File: src/rtl/palette_lookup_arbiter.sv
`default_nettype none
// +----------------------------------------------------------------------------+
// | palette_lookup_arbiter                                                     |
// | Shared palette RAM with a round-robin lookup port and a host write port.   |
// | Rev 1.0                                                                    |
// +----------------------------------------------------------------------------+
module palette_lookup_arbiter #(
  parameter int NUM_REQ      = 4,
  parameter int NUM_PAL      = 4,
  parameter int PAL_W        = 2,
  parameter int COLOR_W      = 24,
  parameter int WR_MAX_BLOCK = 4
) (
  input  logic                     i_clk,
  input  logic                     i_rst,
  input  logic [NUM_REQ-1:0]       i_req_valid,
  input  logic [NUM_REQ*PAL_W-1:0] i_req_pal,
  input  logic [NUM_REQ*4-1:0]     i_req_idx,
  output logic [NUM_REQ-1:0]       o_req_ready,
  output logic [NUM_REQ-1:0]       o_rsp_valid,
  output logic [COLOR_W-1:0]       o_rsp_color,
  output logic                     o_rsp_transparent,
  input  logic                     i_wr_en,
  input  logic [PAL_W-1:0]         i_wr_pal,
  input  logic [3:0]               i_wr_idx,
  input  logic [COLOR_W-1:0]       i_wr_color,
  output logic                     o_wr_ready
);

  localparam int c_PTR_W = (NUM_REQ > 1) ? $clog2(NUM_REQ) : 1;
  localparam int c_BLK_W = $clog2(WR_MAX_BLOCK + 1);
  localparam int c_DEPTH = NUM_PAL * 16;

  logic [COLOR_W-1:0] r_mem [c_DEPTH];
  logic [c_PTR_W-1:0] r_ptr;
  logic [c_BLK_W-1:0] r_blk;
  logic [NUM_REQ-1:0] r_rsp_valid;
  logic [COLOR_W-1:0] r_rsp_color;
  logic               r_rsp_transparent;

  logic               w_blk_ok;
  logic               w_write_mode;
  logic               w_any_req;
  logic               w_gnt_any;
  logic [c_PTR_W-1:0] w_gnt_idx;
  logic [c_PTR_W-1:0] w_ptr_next;
  logic [NUM_REQ-1:0] w_grant;
  logic [PAL_W-1:0]   w_rd_pal;
  logic [3:0]         w_rd_idx;

  assign w_blk_ok     = (r_blk < c_BLK_W'(WR_MAX_BLOCK));
  assign w_write_mode = i_wr_en && w_blk_ok && !i_rst;
  assign w_any_req    = |i_req_valid;

  // Cyclic search starting at the round-robin pointer; suppressed in write cycles.
  always_comb begin
    int k;
    k         = 0;
    w_gnt_any = 1'b0;
    w_gnt_idx = '0;
    w_grant   = '0;
    if (!w_write_mode && !i_rst) begin
      for (int i = 0; i < NUM_REQ; i++) begin
        k = int'(r_ptr) + i;
        if (k >= NUM_REQ) k = k - NUM_REQ;
        if (!w_gnt_any && i_req_valid[k]) begin
          w_gnt_any = 1'b1;
          w_gnt_idx = c_PTR_W'(k);
        end
      end
    end
    if (w_gnt_any) w_grant[w_gnt_idx] = 1'b1;
  end

  assign w_ptr_next = (w_gnt_idx == c_PTR_W'(NUM_REQ - 1)) ? '0 : w_gnt_idx + 1'b1;
  assign w_rd_pal   = i_req_pal[w_gnt_idx*PAL_W +: PAL_W];
  assign w_rd_idx   = i_req_idx[w_gnt_idx*4 +: 4];

  // Palette contents survive reset; only the host port writes them.
  always_ff @(posedge i_clk) begin
    if (w_write_mode) r_mem[{i_wr_pal, i_wr_idx}] <= i_wr_color;
  end

  always_ff @(posedge i_clk) begin
    if (i_rst) begin
      r_ptr             <= '0;
      r_blk             <= '0;
      r_rsp_valid       <= '0;
      r_rsp_color       <= '0;
      r_rsp_transparent <= 1'b0;
    end else begin
      r_rsp_valid <= w_grant;
      if (w_gnt_any) begin
        r_ptr <= w_ptr_next;
        if (w_rd_idx == 4'd0) begin
          r_rsp_color       <= '0;
          r_rsp_transparent <= 1'b1;
        end else begin
          r_rsp_color       <= r_mem[{w_rd_pal, w_rd_idx}];
          r_rsp_transparent <= 1'b0;
        end
      end
      // Guarantees readers a slot at least once every WR_MAX_BLOCK+1 cycles.
      if (w_gnt_any || !w_any_req) begin
        r_blk <= '0;
      end else if (w_write_mode && w_blk_ok) begin
        r_blk <= r_blk + 1'b1;
      end
    end
  end

  assign o_req_ready       = w_grant;
  assign o_rsp_valid       = r_rsp_valid;
  assign o_rsp_color       = r_rsp_color;
  assign o_rsp_transparent = r_rsp_transparent;
  assign o_wr_ready        = w_blk_ok;

endmodule
`default_nettype wire

File: config.mk
export PLATFORM = sky130hd
export DESIGN_NAME = palette_lookup_arbiter
export DESIGN_NICKNAME = d
export VERILOG_FILES = /design/src/rtl/palette_lookup_arbiter.sv
export SDC_FILE = /design/constraint.sdc
export NUM_CORES = 2
export LEC_CHECK = 0
export CORE_UTILIZATION = 35
export DETAILED_ROUTE_END_ITERATION = 6
export REMOVE_ABC_BUFFERS = 1
export SLEW_MARGIN = 20
export SYNTH_ARGS = -nofsm -noshare
export SYNTH_HDL_FRONTEND = slang
export SYNTH_SLANG_ARGS = --single-unit
File: constraint.sdc
create_clock -name i_clk -period 6.55 [get_ports i_clk]
set_input_delay 1.31 -clock i_clk [delete_from_list [all_inputs] [get_ports i_clk]]
set_output_delay 1.31 -clock i_clk [all_outputs]
set_load 0.03 [all_outputs]
After elaboration in Yosys (flattened, before gate mapping):

Memories as Yosys holds them, arrays and structs flattened.
Index checks and enable logic that the tools add are counted.

* output and inout port bits: 34
* memories kept: 1
* register bits: 34
* memory bits (writable): 1536
* bits of input ports: 61

* magnitude comparators: 11
* eq/ne operators: 1
* reductions and logical operators: 18
* muxes and demuxes: 41
* shift operators: 2
* add/sub/neg operators: 9

Memory list
* r_mem: words 64, bits a word 24, read ports 1, clocked after Yosys merged registers in 0, write ports 1, line 34 `logic [COLOR_W-1:0] r_mem [c_DEPTH];`

Operators with widths (number)
* 32-bit 2-to-1 mux: 8
* 32-bit by 4-bit < comparator with 1-bit output, second input constant: 4
* 24-bit 2-to-1 mux: 1
* 1-bit 2-to-1 mux: 20
* 16-bit by 5-bit indexed part select with 4-bit output: 1
* 2-bit 2-to-1 mux: 6
* 3-bit by 3-bit subtractor with 4-bit output, second input constant: 3
* 3-bit >= comparator, second input constant: 3
* 1-bit binary-select mux with 2-bit select: 4
* 1-bit logical AND: 8
* 8-bit by 4-bit indexed part select with 2-bit output: 1
* 2-bit by 2-bit adder with 3-bit output, second input constant: 2
* 1-bit zero test: 6
* 4-bit zero test: 1
* 4-bit 2-to-1 mux: 1
* 4-bit OR reduction: 1
* 2-bit by 3-bit subtractor with 4-bit output, second input constant: 1
* 2-bit by 1-bit adder with 3-bit output, second input constant: 1
* 3-bit by 1-bit adder with 3-bit output, second input constant: 1
* 2-bit by 3-bit >= comparator with 1-bit output, second input constant: 1
* 2-bit by 3-bit < comparator with 1-bit output, second input constant: 1
* 3-bit < comparator, second input constant: 1
* 2-bit by 1-bit adder with 2-bit output, second input constant: 1
* 1-bit demux with 2-bit select: 1
* other kinds (4): 4

Longest topological paths before layout:

* word-level depth: 28
* gate-level depth with buffers: 18
* gate-level depth less buffers: 11

Least setup slack after synthesis:

No wires, ideal clock.

* path type: input-to-reg
* start point: input i_req_valid[0]
* end point: register r_rsp_color[10] (netlist: o_rsp_color[10])
* buffers on the path: 4
* arrival: 4301 ps
* stages: 15
* setup time: 138 ps
* slack: 2110 ps
* required time: 6412 ps
* cells stage by stage: nor2b_1 o21ba_2 nor3_1 buf_2 inv_1 o32ai_1 or2_2 buf_2 buf_2 clkbuf_1 mux4_2 a22oi_1 nand2_1 a221oi_1 o211ai_1

* word-level cells in the longest chain between the ends: 20

RTL lines
* start, declared: line 16 `input logic [NUM_REQ-1:0] i_req_valid,`
* 1-bit binary-select mux with 2-bit select: line 66 `if (!w_gnt_any && i_req_valid[k]) begin`
* 1-bit 2-to-1 mux (not written as such) (2 in series): line 66
* 1-bit 2-to-1 mux: line 66
* 1-bit 2-to-1 mux: line 62 `if (!w_write_mode && !i_rst) begin`
* 1-bit zero test: line 66
* 1-bit logical AND: line 66
* 1-bit 2-to-1 mux: line 66
* 1-bit 2-to-1 mux: line 62
* [3 not listed]
* 1-bit 2-to-1 mux: line 62
* 1-bit zero test: line 66
* 1-bit logical AND: line 66
* 2-bit 2-to-1 mux: line 66
* 2-bit 2-to-1 mux: line 62
* 16-bit by 5-bit indexed part select with 4-bit output or 8-bit by 4-bit indexed part select with 2-bit output (tied branches): line 77, 76
* memory 64 x 24 bit or 4-bit zero test (tied branches)
* 24-bit 2-to-1 mux: line 95 `if (w_rd_idx == 4'd0) begin`
* end signal, assigned: line 99 `r_rsp_color <= r_mem[{w_rd_pal, w_rd_idx}];`
* end, declared: line 38 `logic [COLOR_W-1:0] r_rsp_color;`

Parallel ways exist; a longest one is shown, timed or not. The select of a mux whose other input is x is not followed.
A chain may end at the register's enable or synchronous reset.

Worst setup path in the final report:

* start point: input i_req_valid[1]
* end point: register r_rsp_color[18] (netlist: o_rsp_color[18])

The elaborated chain is that of the path after synthesis.

==> flow_metrics.env <==
export IMPL_synth_yosys_seq_area_share=0.757
export IMPL_overflow=0
export IMPL_skew_ps=25.0
export IMPL_htree_levels=4
export IMPL_grt_pass1_vias=35000
export IMPL_finalNonFillerCells=6404
export IMPL_syn_inst=3794
export IMPL_rows=153
export IMPL_worst_slew_pin_transition_ps=1110
export IMPL_crit_family="compound AO/OA/AOI/OAI gates"
export IMPL_end_kind="register"
export IMPL_postSynth_topFlopCell="edfxtp_1"
export IMPL_dieHeight_um=422
export IMPL_ys_async_sr_fraction=0
export IMPL_synthAdderAreaFrac=0.00101
export IMPL_via_per_inst=5.70
export IMPL_path_cells="clkdlybuf4s50_1 -> nor2b_1 -> or3_4 -> a221oi_4 -> inv_2 -> a211oi_1 -> nor2_4 -> nor2_4 -> buf_12 -> a221oi_1 -> a32o_1 -> o41ai_1 -> buf_4 -> o211ai_1"
export IMPL_power_density_mw_per_mm2=309
export IMPL_ys_types=62
export IMPL_ys_ff_latch=1570
export IMPL_cts_resized=0
export IMPL_synth_compound_area_frac=0.0936
export IMPL_ys_warnings_count=0
export IMPL_antenna_found_initial=8
export IMPL_cpPeakStageDelay_ps=750
export IMPL_synth_edf_count=1536
export IMPL_avgSynthCellArea_um2=16.3
export IMPL_rsz0062_at_grt="no"
export IMPL_initial_utilization=0.354
export IMPL_grt_max_degree=135
export IMPL_path_class="in -> reg"
export IMPL_ir_drop_uv=270
export IMPL_status="completed"
export IMPL_slew_limit_headroom=0.260
export IMPL_hold_depth=1
export IMPL_drc=0
export IMPL_drtIter0Drc=4821
export IMPL_cts_made_buffers=151
export IMPL_clk_path_buf_depth=3
export IMPL_nets=4024
export IMPL_total_power_mw=22.0
export IMPL_drive_gt1_frac=0.166
export IMPL_firstDrtPassIters=7
export IMPL_slew_violations=0
export IMPL_dp_cells=6127
export IMPL_ios=95
export IMPL_wl_um=181000
export IMPL_arrival_ps=6450
export IMPL_die_w_um=422
export IMPL_final_min_clock_period_ps=5810
export IMPL_portBuffers=94
export IMPL_track_usage=0.198
export IMPL_root_buffer="clkbuf_16"
export IMPL_r2r_cells=13
export IMPL_startpoint_type="input port"
export IMPL_setup_violations_final=0
export IMPL_die_area_mm2=0.178
export IMPL_cp_slowest_cell="o41ai_1"
export IMPL_hp_class="reg -> reg"
export IMPL_netlist_area_mm2=0.0618
export IMPL_fill_cells=15700
export IMPL_fin_crit_sh=0.888
export IMPL_cts_tree="done"
export IMPL_cts_setup_buffers=0
export IMPL_synth_top_family_by_area="compound AO/OA/AOI/OAI gates"
export IMPL_finalWeightedCongestion=0.855
export IMPL_cp_common_cell="nor2_4"
export IMPL_register_area_mm2=0.0468
export IMPL_postLayoutCoreUtil=0.408
export IMPL_vias=36500
export IMPL_power_leakage_nw=23.1
export IMPL_coreArea_mm2=0.175
export IMPL_drv_cap=0
export IMPL_insertion_delay_ps=780
export IMPL_multi_input_area_mm2=0.0141
export IMPL_dpl_hpwl_um=100000
export IMPL_cts_sinks=1570
export IMPL_grt_pass1_wl_um=256000
export IMPL_synth_xor_area_share=0
export IMPL_worst_path_buf_inv=4
export IMPL_detail_route_antenna_nets=0
export IMPL_areaGrowthSynthToFinish_pct=15.1
export IMPL_cp_data_required_time_ps=7190
export IMPL_cp_depth=14
export IMPL_fmax_mhz=172
export IMPL_postCtsHoldBufs=0
export IMPL_synth_simple_area_share=0.0681
export IMPL_path_clk_slew_ps=60
export IMPL_synth_mux_area_frac=0.0603
export IMPL_routedWlPerCell_um=28.2
export IMPL_cp_max_fo=32
export IMPL_hold_violations=0
metal layers:
| layer | vias to the layer above | track usage | wire [µm] |
|---|---|---|---|
| met2 | 1777 | 0.314 | 85700 |
| met1 | 19000 | 0.273 | 73600 |
| met3 | 287 | 0.0306 | 14700 |
| li1 | 15500 | - | - |
| met4 | 4 | 0.0763 | 6570 |
| met5 | - | 0 | 25 |
cell families (layout without fill, tap and decap cells):
group / count (synthesis) / count (layout)
AOI/OAI and AO/OA: 745 / 745
adders and majority gates: 5 / 5
buffers and inverters: 275 / 558
DFF: 1570 / 1570
muxes: 248 / 248
other: 0 / 2
and+or+nand+nor: 951 / 951
layout make-up:
class                      count  area share
clock inverter                73     0.00981
tap                         2325      0.0409
inverter                       8    0.000422
sequential                  1570       0.658
timing repair buffer         278      0.0360
multi-input combinational   1949       0.198
clock buffer                 199      0.0568
antenna                        2   0.0000703
power by group:
group          switching (mW)  internal, mW
clock                    3.74          4.82
combinational            1.50         0.768
sequential             0.0917          11.1
total                    5.34          16.7
sequential cells by signal, indices dropped and copies added, names as in the netlist:
register	count
o_rsp_valid	4
o_rsp_transparent	1
r_mem	1536
o_rsp_color	24
r_ptr	2
r_blk	3
worst paths after layout:
| kind | slack, ps | end | from |
|---|---|---|---|
| max reg2reg | 1410 | o_rsp_color[18] | r_ptr[0] |
| min reg2reg | 450 | r_blk[0] | r_blk[0] |
| max | 740 | o_rsp_color[18] | i_req_valid[1] |
| min | 450 | r_blk[0] | r_blk[0] |
cells in the mapped netlist, types with 22 or more instances:
library cell  count  area (µm²)
a221o_1          70         701
a21oi_1         144         721
a31oi_1          28         175
mux2i_1         146        1460
buf_1            24        90.1
a31o_2           67         587
a311oi_1         32         280
nor3_1           27         135
buf_2            56         280
clkbuf_1        164         616
a32o_1           23         230
a311o_1          23         230
o41ai_1          23         201
nor2_1          103         387
mux4_2           98        2210
o211ai_1         22         165
a211oi_1        124         931
dfxtp_1          34         681
and3_1          150         938
edfxtp_1       1536       46100
nand2_1         562        2110
o21a_1           23         173
a221oi_1         59         517
nand3_1          56         280
o22ai_1          24         150
a22oi_1          44         330
per-stage QoR:
stage / setup WS, ps / area, µm² / hold slack, ps / TNS (ps)
2_1_floorplan: -13500 / 60600 / 405 / -327000
3_3_place_gp: 4.84 / 66300 / 432 / 0
3_5_place_dp: -27.6 / 66300 / 431 / -50.6
4_1_cts: 773 / 71100 / 444 / 0
5_1_grt: 489 / 71200 / 477 / 0
6_report: 735 / 71200 / 446 / 0
cell usage in the layout (no fill, tap or decap), types with 24 or more instances in the layout:
cell             instances
a31o_2                  67
clkdlybuf4s50_1         70
a31oi_1                 24
and3_1                 150
nor3_1                  27
dfxtp_1                 34
buf_12                  24
clkbuf_1                43
nand3_1                 56
clkbuf_16              154
buf_2                   24
edfxtp_1              1536
clkinv_1                31
a22oi_1                 44
a21oi_1                144
mux2i_1                146
buf_4                  157
nor2_2                  64
a221o_1                 70
a221oi_1                59
nor2_1                  31
a311oi_1                32
mux4_2                  98
nand2_1                561
a211oi_1               124
No activity file was read; power rests on OpenSTA's default activity.
